===== src/rtl/prog_loader.sv =====
// Boot-time program loader for the SAP-1 core: streams an image into the 16x8 program RAM,
// holds the CPU in reset while loading, then reports halt. Optional macro PROG_LOADER_ZERO_FILL_EN.
module prog_loader #(
  parameter int ADDR_W = 4,
  parameter int DATA_W = 8,
  parameter int DEPTH  = 16
) (
  input  logic              clk_i,
  input  logic              rstn_i,
  input  logic              start_i,
  input  logic [DATA_W-1:0] data_i,
  input  logic              valid_i,
  input  logic              last_i,
  output logic              ready_o,
  output logic              ram_we_o,
  output logic [ADDR_W-1:0] ram_addr_o,
  output logic [DATA_W-1:0] ram_data_o,
  input  logic              hltn_i,
  output logic              cpu_rstn_o,
  output logic              busy_o,
  output logic              done_o
);

  typedef enum logic [2:0] {
    S_IDLE,
    S_LOAD,
    S_FILL,
    S_SETTLE,
    S_RUN,
    S_HALT
  } state_t;

  localparam logic [ADDR_W-1:0] LAST_ADDR = ADDR_W'(DEPTH - 1);

  state_t              r_state;
  logic [ADDR_W-1:0]   r_cnt;
  logic                r_we;
  logic [ADDR_W-1:0]   r_addr;
  logic [DATA_W-1:0]   r_data;
  logic                r_cpu_rstn;
  logic                r_busy;
  logic                r_done;

  state_t              w_state_nxt;
  logic [ADDR_W-1:0]   w_cnt_nxt;
  logic                w_we_nxt;
  logic [ADDR_W-1:0]   w_addr_nxt;
  logic [DATA_W-1:0]   w_data_nxt;
  logic                w_cpu_rstn_nxt;
  logic                w_busy_nxt;
  logic                w_done_nxt;
  logic                w_ready;
  logic                w_xfer;
  logic                w_terminal;

  assign w_ready    = (r_state == S_LOAD);
  assign w_xfer     = w_ready && valid_i;
  assign w_terminal = (r_cnt == LAST_ADDR);

  always_ff @(posedge clk_i) begin
    if (!rstn_i) begin
      r_state    <= S_IDLE;
      r_cnt      <= '0;
      r_we       <= 1'b0;
      r_addr     <= '0;
      r_data     <= '0;
      r_cpu_rstn <= 1'b0;
      r_busy     <= 1'b0;
      r_done     <= 1'b0;
    end else begin
      r_state    <= w_state_nxt;
      r_cnt      <= w_cnt_nxt;
      r_we       <= w_we_nxt;
      r_addr     <= w_addr_nxt;
      r_data     <= w_data_nxt;
      r_cpu_rstn <= w_cpu_rstn_nxt;
      r_busy     <= w_busy_nxt;
      r_done     <= w_done_nxt;
    end
  end

  always_comb begin
    w_state_nxt = r_state;
    case (r_state)
      S_IDLE: if (start_i) w_state_nxt = S_LOAD;
      S_LOAD: begin
        if (w_xfer && (w_terminal || last_i)) begin
`ifdef PROG_LOADER_ZERO_FILL_EN
          w_state_nxt = w_terminal ? S_SETTLE : S_FILL;
`else
          w_state_nxt = S_SETTLE;
`endif
        end
      end
`ifdef PROG_LOADER_ZERO_FILL_EN
      S_FILL:   if (w_terminal) w_state_nxt = S_SETTLE;
`else
      S_FILL:   w_state_nxt = S_SETTLE;
`endif
      S_SETTLE: w_state_nxt = S_RUN;
      S_RUN: begin
        if (start_i)     w_state_nxt = S_LOAD;
        else if (!hltn_i) w_state_nxt = S_HALT;
      end
      S_HALT: if (start_i) w_state_nxt = S_LOAD;
      default: w_state_nxt = S_IDLE;
    endcase
  end

  // Registered outputs are derived from the upcoming state so they line up with it.
  always_comb begin
    w_cnt_nxt  = r_cnt;
    w_we_nxt   = 1'b0;
    w_addr_nxt = r_addr;
    w_data_nxt = r_data;
    case (r_state)
      S_IDLE: if (start_i) w_cnt_nxt = '0;
      S_LOAD: begin
        if (w_xfer) begin
          w_we_nxt   = 1'b1;
          w_addr_nxt = r_cnt;
          w_data_nxt = data_i;
          if (!w_terminal) w_cnt_nxt = r_cnt + ADDR_W'(1);
        end
      end
`ifdef PROG_LOADER_ZERO_FILL_EN
      S_FILL: begin
        w_we_nxt   = 1'b1;
        w_addr_nxt = r_cnt;
        w_data_nxt = '0;
        if (!w_terminal) w_cnt_nxt = r_cnt + ADDR_W'(1);
      end
`endif
      S_RUN, S_HALT: if (start_i) w_cnt_nxt = '0;
      default: ;
    endcase
    w_cpu_rstn_nxt = (w_state_nxt == S_RUN) || (w_state_nxt == S_HALT);
    w_done_nxt     = (w_state_nxt == S_HALT);
    w_busy_nxt     = (w_state_nxt == S_LOAD) || (w_state_nxt == S_FILL) ||
                     (w_state_nxt == S_SETTLE);
  end

  assign ready_o    = w_ready;
  assign ram_we_o   = r_we;
  assign ram_addr_o = r_addr;
  assign ram_data_o = r_data;
  assign cpu_rstn_o = r_cpu_rstn;
  assign busy_o     = r_busy;
  assign done_o     = r_done;

endmodule

===== config.mk =====
export PLATFORM = sky130hd
export DESIGN_NAME = prog_loader
export DESIGN_NICKNAME = d
export VERILOG_FILES = /design/src/rtl/prog_loader.sv
export SDC_FILE = /design/constraint.sdc
export NUM_CORES = 1
export LEC_CHECK = 0
export ABC_CLOCK_PERIOD_IN_PS = 1300
export BUFFER_PORTS_ARGS = -buffer_cell sky130_fd_sc_hd__buf_2
export CORE_MARGIN = 5
export CORE_UTILIZATION = 43
export DETAILED_ROUTE_END_ITERATION = 12
export PLACE_DENSITY = 0.76
export REMOVE_ABC_BUFFERS = 1
export SETUP_SLACK_MARGIN = 0.3
export SKIP_LAST_GASP = 1
export SYNTH_ARGS = -nofsm -noshare
export SYNTH_HDL_FRONTEND = slang
export SYNTH_SLANG_ARGS = --single-unit

===== constraint.sdc =====
create_clock -name clk_i -period 1.3 [get_ports clk_i]
set_input_delay 0.26 -clock clk_i [delete_from_list [all_inputs] [get_ports clk_i]]
set_output_delay 0.26 -clock clk_i [all_outputs]
set_load 0.05 [all_outputs]

Word-level counts from Yosys, hierarchy flattened

Cells that the tools add are included.

Bits of input ports: 14
Logic and storage cells: 46
Output and inout bits: 17
Register bits after elaboration: 23

Reduce and logical (&&, ||, !) cells: 13
Add/subtract/negate cells: 1
Mux-type cells: 10
Equal/unequal tests: 14

Operators by type and width:

| kind                | number |
|---|---|
| $pmux 3 s5          | 1 |
| $eq 3x2->1 const B  | 4 |
| $eq 3x3->1 const B  | 4 |
| $mux 3              | 4 |
| $mux 4              | 3 |
| $pmux 4 s2          | 1 |
| $eq 3x1->1 const B  | 2 |
| $add 4x1->4 const B | 1 |
| $eq 4x4->1 const B  | 1 |
| $logic_or 1x1->1    | 4 |
| $ne 2x1->1 const B  | 2 |
| $reduce_and 2->1    | 2 |
| $reduce_and 4->1    | 1 |
| $logic_not 3->1     | 1 |
| $reduce_or 3->1     | 1 |
| $logic_and 1x1->1   | 2 |
| $ne 2x2->1 const B  | 1 |
| $reduce_bool 2->1   | 1 |
| $reduce_or 2->1     | 1 |
| $mux 1              | 1 |

Longest topological paths before layout

Gate-level depths: netlist of the first run.

Word-level depth: 8
Gate-level depth with buffers: 6
Gate-level depth less buffers: 4

Worst setup path before layout of the first run

OpenSTA, ideal clock, no wires.

Kind: flip-flop to output port
From: register r_state[0]
To: output ready_o
Setup slack: -505 ps
Arrival time: 1545 ps
Cell stages (with the launch flop): 4
Data required time: 1040 ps
Path buffers: 1
Cells stage by stage: dfxtp_1 clkbuf_2 inv_1 nor3_1

Cells in the longest elaborated chain, start to end: 1

Ends and longest elaborated chain:

| element                | line | text |
|---|---|---|
| start, declared        | 35   | `state_t r_state;` |
| start signal, assigned | 71   | `r_state <= w_state_nxt;` |
| $eq 3x1->1             | 56   | `assign w_ready = (r_state == S_LOAD);` |
| end, declared          | 14   | `output logic ready_o,` |

Every way passes these cells.

Worst setup path in the final report of the first run

From: register r_state[1]
To: output ready_o

Same word-level chain as after synthesis.

==> impl_metrics.yaml, run 1 <==
run_status:
  status: "finished with violations"
  violations: "negative setup slack"
min_path:
  whs_endpoint: "done_o"
  hold_path.class: "primary input to register"
  hold_depth: 2
  hp-start: "hltn_i"
sta:
  hold_viol: 0
  skew_ns: 0.00753
  worst_slew_pin_slew_ns: 0.217
  relSlewSlack_pct: 85.4
  rsz0062_at_grt: "true"
  setup_viol_count_final: 17
  fin_ws_ns: -0.119
  fin_crit_sh_pct: 109
  fin_crit_ns: 1.42
  max_freq_mhz: 705
  slew_violations: 0
final_layout:
  design_area_um2: 1580
  area.growth.synth_to_final_pct: 64.4
  fillers: 166
  drive_gt1_share_pct: 60.1
  final_util_pct: 73.0
  antennaDiodeCount: 0
  finish.net_count: 174
global_route:
  grt_first_pass_wirelength_um: 4060
  grt_antenna_before_repair: 0
  grt_max_degree: 20
  track_usage_pct: 15.5
  grt_pass1_vias: 956
  overflow: 0
clock_network:
  clk_path_buf_depth: 2
  hold_buffers: 0
  cts_tree: "built"
  path_clk_slew_ns: 0.13
  h-tree-depth: 1
  cts_made_buffers: 3
  clock_sinks: 23
  clk-insertion-delay-late_ns: 0.31
  cts_root_buffer: "clkbuf_4"
logic_synthesis:
  avgSynthCellArea_um2: 8.60
  yosys.area.top_type_share_pct: 47.8
  ys_ff_latch: 23
  synth_warnings: 0
  synth_cell_types: 26
  async_reset_ff_share_pct: 0
  synth_enable_flop_cells: 0
  synth.largest_area_cell: "dfxtp_1"
  ys_top_cells_by_area: "dfxtp_1, nand2_1, a21boi_0, a21oi_1, buf_6"
  netlist_area_um2: 963
  syn-instance-count: 112
  seq_area_frac_synth_pct: 47.8
  synthFlopType: "dfxtp_1"
worst_setup_path:
  worst-path-max-fanout: 8
  regToRegStartpoint: "r_state[0]"
  cp.required_ns: 1.04
  critical_path_class: "register to output port"
  endpoint_kind: "output port"
  crit_path_start_kind: "register"
  ff2ff_path_depth: 7
  cp.arrival_ns: 1.16
  r2r-end: "r_cnt[1]"
  r2r_setup_slack_ns: -0.08
power_and_ir_drop:
  power_frac_comb_pct: 23.9
  switchingPower_mw: 0.399
  p_leak_nw: 0.633
  ir_drop_mv: 0.600
  seq_power_share_pct: 53.0
  internal_power_mw: 1.02
  p_sw_share_pct: 28.2
  clkPwrFrac_pct: 23.1
  p_per_area_nw_per_um2: 894
place:
  gp_congestion: 0.818
  place_area_um2: 1180
  hpwl_um: 1650
  port_buffers: 30
route:
  wl_um: 2610
  ant_nets: 0
  drc_errors: 0
  vias: 938
  drtPass1Iterations: 4
  wl_per_cell_um: 14.0
  drt_iter0_markers: 13
  vias_per_cell: 5.04
die:
  die_height_um: 57.3
  dieArea_um2: 3290
  fp-row-count: 17
  die_w_um: 57.3
  coreArea_um2: 2170
  start_util_pct: 44.4
  io_pins: 31
flow_run:
  maxCapViolCount: 0
==> flip-flops by register name, summed over array words and instances (netlist names) <==
| register | flops |
|---|---|
| r_state | 3 |
| r_cnt | 4 |
| ram_data_o | 8 |
| done_o | 1 |
| ram_we_o | 1 |
| ram_addr_o | 4 |
| cpu_rstn_o | 1 |
| busy_o | 1 |
==> worst max path at each step <==
stage	cells after the start	to	from	slack (ns)
4_1_cts	4	ready_o	r_state[0]	-0.12
3_5_place_dp	4	r_cnt[0]	r_cnt[0]	-0.007
5_1_grt	7	r_cnt[1]	r_state[0]	-0.20
2_1_floorplan	2	ready_o	r_state[0]	-0.48
3_3_place_gp	4	r_cnt[0]	r_cnt[0]	0.06
6_report	3	ready_o	r_state[1]	-0.12
==> cells by family after synthesis <==
family	count (synthesis)	synth area share (%)
AO/OA/AOI/OAI	28	18.7
adder cells (fa/ha/maj)	1	1.30
XOR/XNOR	1	0.909
buffers and inverters	10	6.75
AND/OR/NAND/NOR	49	24.5
flip-flops	23	47.8
==> per-stage QoR <==
stage	setup WS [ns]	cells	power, mW	setup TNS, ns	hold slack (ns)
floorplan	-0.481	103	0.888	-1.05	0.353
global placement	0.0627	173	0.975	0	0.442
detailed placement	-0.00739	173	0.981	-0.00739	0.447
CTS	-0.117	181	1.39	-0.120	0.0965
global route	-0.200	186	1.49	-2.15	0.0825
finish	-0.119	186	1.42	-0.785	0.109
==> routing by layer <==
layer | vias up | global-route usage (%) | routed length (um)
met4 | 0 | 3.97 | 29
met2 | 33 | 29.5 | 1390
met1 | 431 | 16.9 | 1050
met3 | 4 | 3.62 | 128
li1 | 470 | - | -
met5 | - | 0 | 0
==> power by group through the flow <==
| stage | Combinational, mW | Sequential, mW | Clock, mW |
|---|---|---|---|
| 6_report | 0.339 | 0.751 | 0.327 |
| 5_1_grt | 0.359 | 0.754 | 0.374 |
| 4_1_cts | 0.298 | 0.749 | 0.343 |
| 3_5_place_dp | 0.228 | 0.753 | 0 |
| 3_3_place_gp | 0.223 | 0.752 | 0 |
| 2_1_floorplan | 0.0720 | 0.816 | 0 |
==> synth_stat cells, types with 3 or more instances <==
| cell | n |
|---|---|
| a21boi_0 | 13 |
| a21oi_1 | 7 |
| buf_6 | 3 |
| dfxtp_1 | 23 |
| nand2_1 | 28 |
| nand2b_1 | 3 |
| nor2_1 | 3 |
| nor3_1 | 3 |
| o21ai_0 | 5 |
==> critical path: stages, from the launching register on <==
cell and delay, ns:
dfxtp_2 0.35, buf_6 0.13, nor3_4 0.19, buf_6 0.18
==> area by class of cell <==
cell class / instances / area, um2 / area share (%)
multi-input combinational: 79 / 531 / 33.5
timing repair buffer: 51 / 500 / 31.6
sequential: 23 / 485 / 30.6
tap: 28 / 35.0 / 2.21
clock buffer: 4 / 26.3 / 1.66
inverter: 1 / 6.26 / 0.395
==> cell usage in the layout (no fill, tap or decap), types with 2 or more instances in the layout <==
cell type,netlist,final
buf_2,2,13
dfxtp_1,23,3
nor2_1,3,2
o21ai_0,5,2
buf_4,0,14
a21boi_1,1,9
nand2_2,0,3
a21oi_2,0,3
clkbuf_4,0,3
nand3_1,2,2
nand2b_1,3,3
a21boi_2,0,5
buf_6,3,8
nand2_1,28,25
a21oi_1,7,4
nand3b_1,2,2
dfxtp_2,0,20
o21ai_1,0,2
buf_8,0,16
==> repair_timing <==
| item | in CTS | in global routing |
|---|---|---|
| pin swaps | 2 | 13 |
| setup endpoints to repair | 36 | 39 |
| gates resized for setup | 90 | 28 |
| buffers inserted | 4 | 5 |
No activity file was read; power rests on OpenSTA's default activity.
==> run 2: changes to the inputs <==
--- a/config.mk
+++ b/config.mk
@@ -8,9 +8,9 @@
 export ABC_CLOCK_PERIOD_IN_PS = 1300
 export BUFFER_PORTS_ARGS = -buffer_cell sky130_fd_sc_hd__buf_2
 export CORE_MARGIN = 5
-export CORE_UTILIZATION = 43
+export CORE_UTILIZATION = 40
 export DETAILED_ROUTE_END_ITERATION = 12
-export PLACE_DENSITY = 0.76
+export PLACE_DENSITY = 0.72
 export REMOVE_ABC_BUFFERS = 1
 export SETUP_SLACK_MARGIN = 0.3
 export SKIP_LAST_GASP = 1
==> run 2 against run 1 <==
  * The flow still finishes with violations (negative setup slack)
  * Sequential power about the same
  * Clock skew up 0.0014 ns
  * Core utilization down 0.31 points
  * Critical path depth unchanged
==> impl_metrics.yaml, run 2 (synthesis gave the netlist of run 1 again) <==
clock_network:
  path_clk_slew_ns: 0.13
  clk-insertion-delay-late_ns: 0.30
  cts_tree: "built"
  cts_made_buffers: 3
  cts_root_buffer: "clkbuf_4"
  hold_buffers: 0
  h-tree-depth: 1
  clock_sinks: 23
  clk_path_buf_depth: 2
sta:
  slew_violations: 0
  hold_viol: 0
  fin_ws_ns: -0.0629
  fin_crit_sh_pct: 105
  worst_slew_pin_slew_ns: 0.239
  rsz0062_at_grt: "true"
  max_freq_mhz: 734
  fin_crit_ns: 1.36
  relSlewSlack_pct: 84.0
  setup_viol_count_final: 1
  timing.hold.ws_ns: 0.130
  fin_tns_setup_ns: -0.0629
  skew_ns: 0.00896
worst_setup_path:
  cp.required_ns: 1.04
  crit_start: "r_state[1]"
  r2r-end: "r_cnt[2]"
  crit_path_start_kind: "register"
  worst_path_most_repeated_cell: "buf_6"
  crit_path_top_delay_cell: "dfxtp_2"
  endpoint_kind: "output port"
  ff2ff_path_depth: 5
  crit_chain: "buf_6, nor3_4, buf_6"
  r2r_setup_slack_ns: 0.01
  cpLargestDelayFamily: "flip-flops"
  cp.arrival_ns: 1.10
  critical_path_class: "register to output port"
  regToRegStartpoint: "r_state[0]"
  cpPeakStageDelay_ns: 0.35
  crit_buf_inv: 2
  worst-path-max-fanout: 4
power_and_ir_drop:
  p_leak_nw: 0.689
  ir_drop_mv: 0.789
  total_power_mw: 1.41
  p_per_area_nw_per_um2: 861
place:
  pre_cts_slack_ns: 0.0107
  hpwl_um: 1660
  post-place-cells: 173
  port_buffers: 30
  place_area_um2: 1180
  gp_congestion: 0.799
route:
  vias_per_cell: 4.93
  drt_iter0_markers: 27
  ant_nets: 0
  wl_per_cell_um: 13.3
  drtPass1Iterations: 4
  drc_errors: 0
  vias: 941
  wl_um: 2550
min_path:
  hold_depth: 2
  hold_path.class: "primary input to register"
  hp-start: "hltn_i"
  whs_endpoint: "done_o"
final_layout:
  largest_reg_flops: 8
  area.growth.synth_to_final_pct: 70.1
  drive_gt1_share_pct: 62.6
  layout_commonest_cell: "nand2_1"
  final_util_pct: 72.7
  fin_cells: 191
  design_area_um2: 1640
  finish.net_count: 179
  antennaDiodeCount: 0
  layout_common_cells: "nand2_1, dfxtp_2, buf_4, buf_8"
flow_run:
  maxCapViolCount: 0
die:
  coreArea_um2: 2250
  start_util_pct: 42.7
  io_pins: 31
  die_w_um: 59.1
  fp-row-count: 17
  dieArea_um2: 3490
  die_height_um: 59.1
global_route:
  grt_max_degree: 13
  grt_antenna_before_repair: 0
  grt_first_pass_wirelength_um: 3660
  track_usage_pct: 13.5
  overflow: 0
  grt_pass1_vias: 883
run_status:
  violations: "negative setup slack"
  status: "finished with violations"
==> run 2: cell types whose count changed in the layout (fill, tap and decap cells not counted), sizes merged <==
cell and change:
buf +5
==> run 2: layout make-up <==
cell class              instances  area, um2
inverters                       1       3.75
well taps                      28       35.0
repair buffers                 56        542
flip-flops and latches         23        485
multi-input cells              79        547
clock buffers                   4       26.3
fillers                       155        616
==> run 2: worst max path at each step <==
stage | slack (ns) | cells after the start | end
after floorplan | -0.48 | 2 | ready_o
after global placement | 0.06 | 5 | ram_addr_o[0]
after detailed placement | 0.01 | 5 | ram_addr_o[0]
after CTS | -0.09 | 3 | ready_o
after global routing | -0.12 | 3 | ready_o
final | -0.06 | 3 | ready_o
==> run 2: routing by layer <==
metal	part of all wire, %	wire, um	global-route usage, %
met1	40	1010	14.3
met3	7.7	197	3.92
met2	53	1340	25.4
met4	0	0	3.88
met5	0	0	0
==> run 2: power by group <==
| part | leakage (nW) | switching (mW) | internal (mW) |
|---|---|---|---|
| Sequential | 0.196 | 0.0179 | 0.732 |
| Clock | 0.0150 | 0.202 | 0.119 |
| Combinational | 0.478 | 0.176 | 0.164 |
==> run 2: worst register-to-register path, stage by stage (launching register included) <==
cell and delay [ns]:
dfxtp_2 0.36, buf_4 0.13, nand4bb_2 0.17, buf_4 0.23
nor3_1 0.24, nor3_2 0.06
==> run 2: repair_timing <==
item,4_1_cts,5_1_grt
pin swaps,4,14
endpoints found under the setup margin,35,39
buffers inserted,5,9
resized for setup,91,31
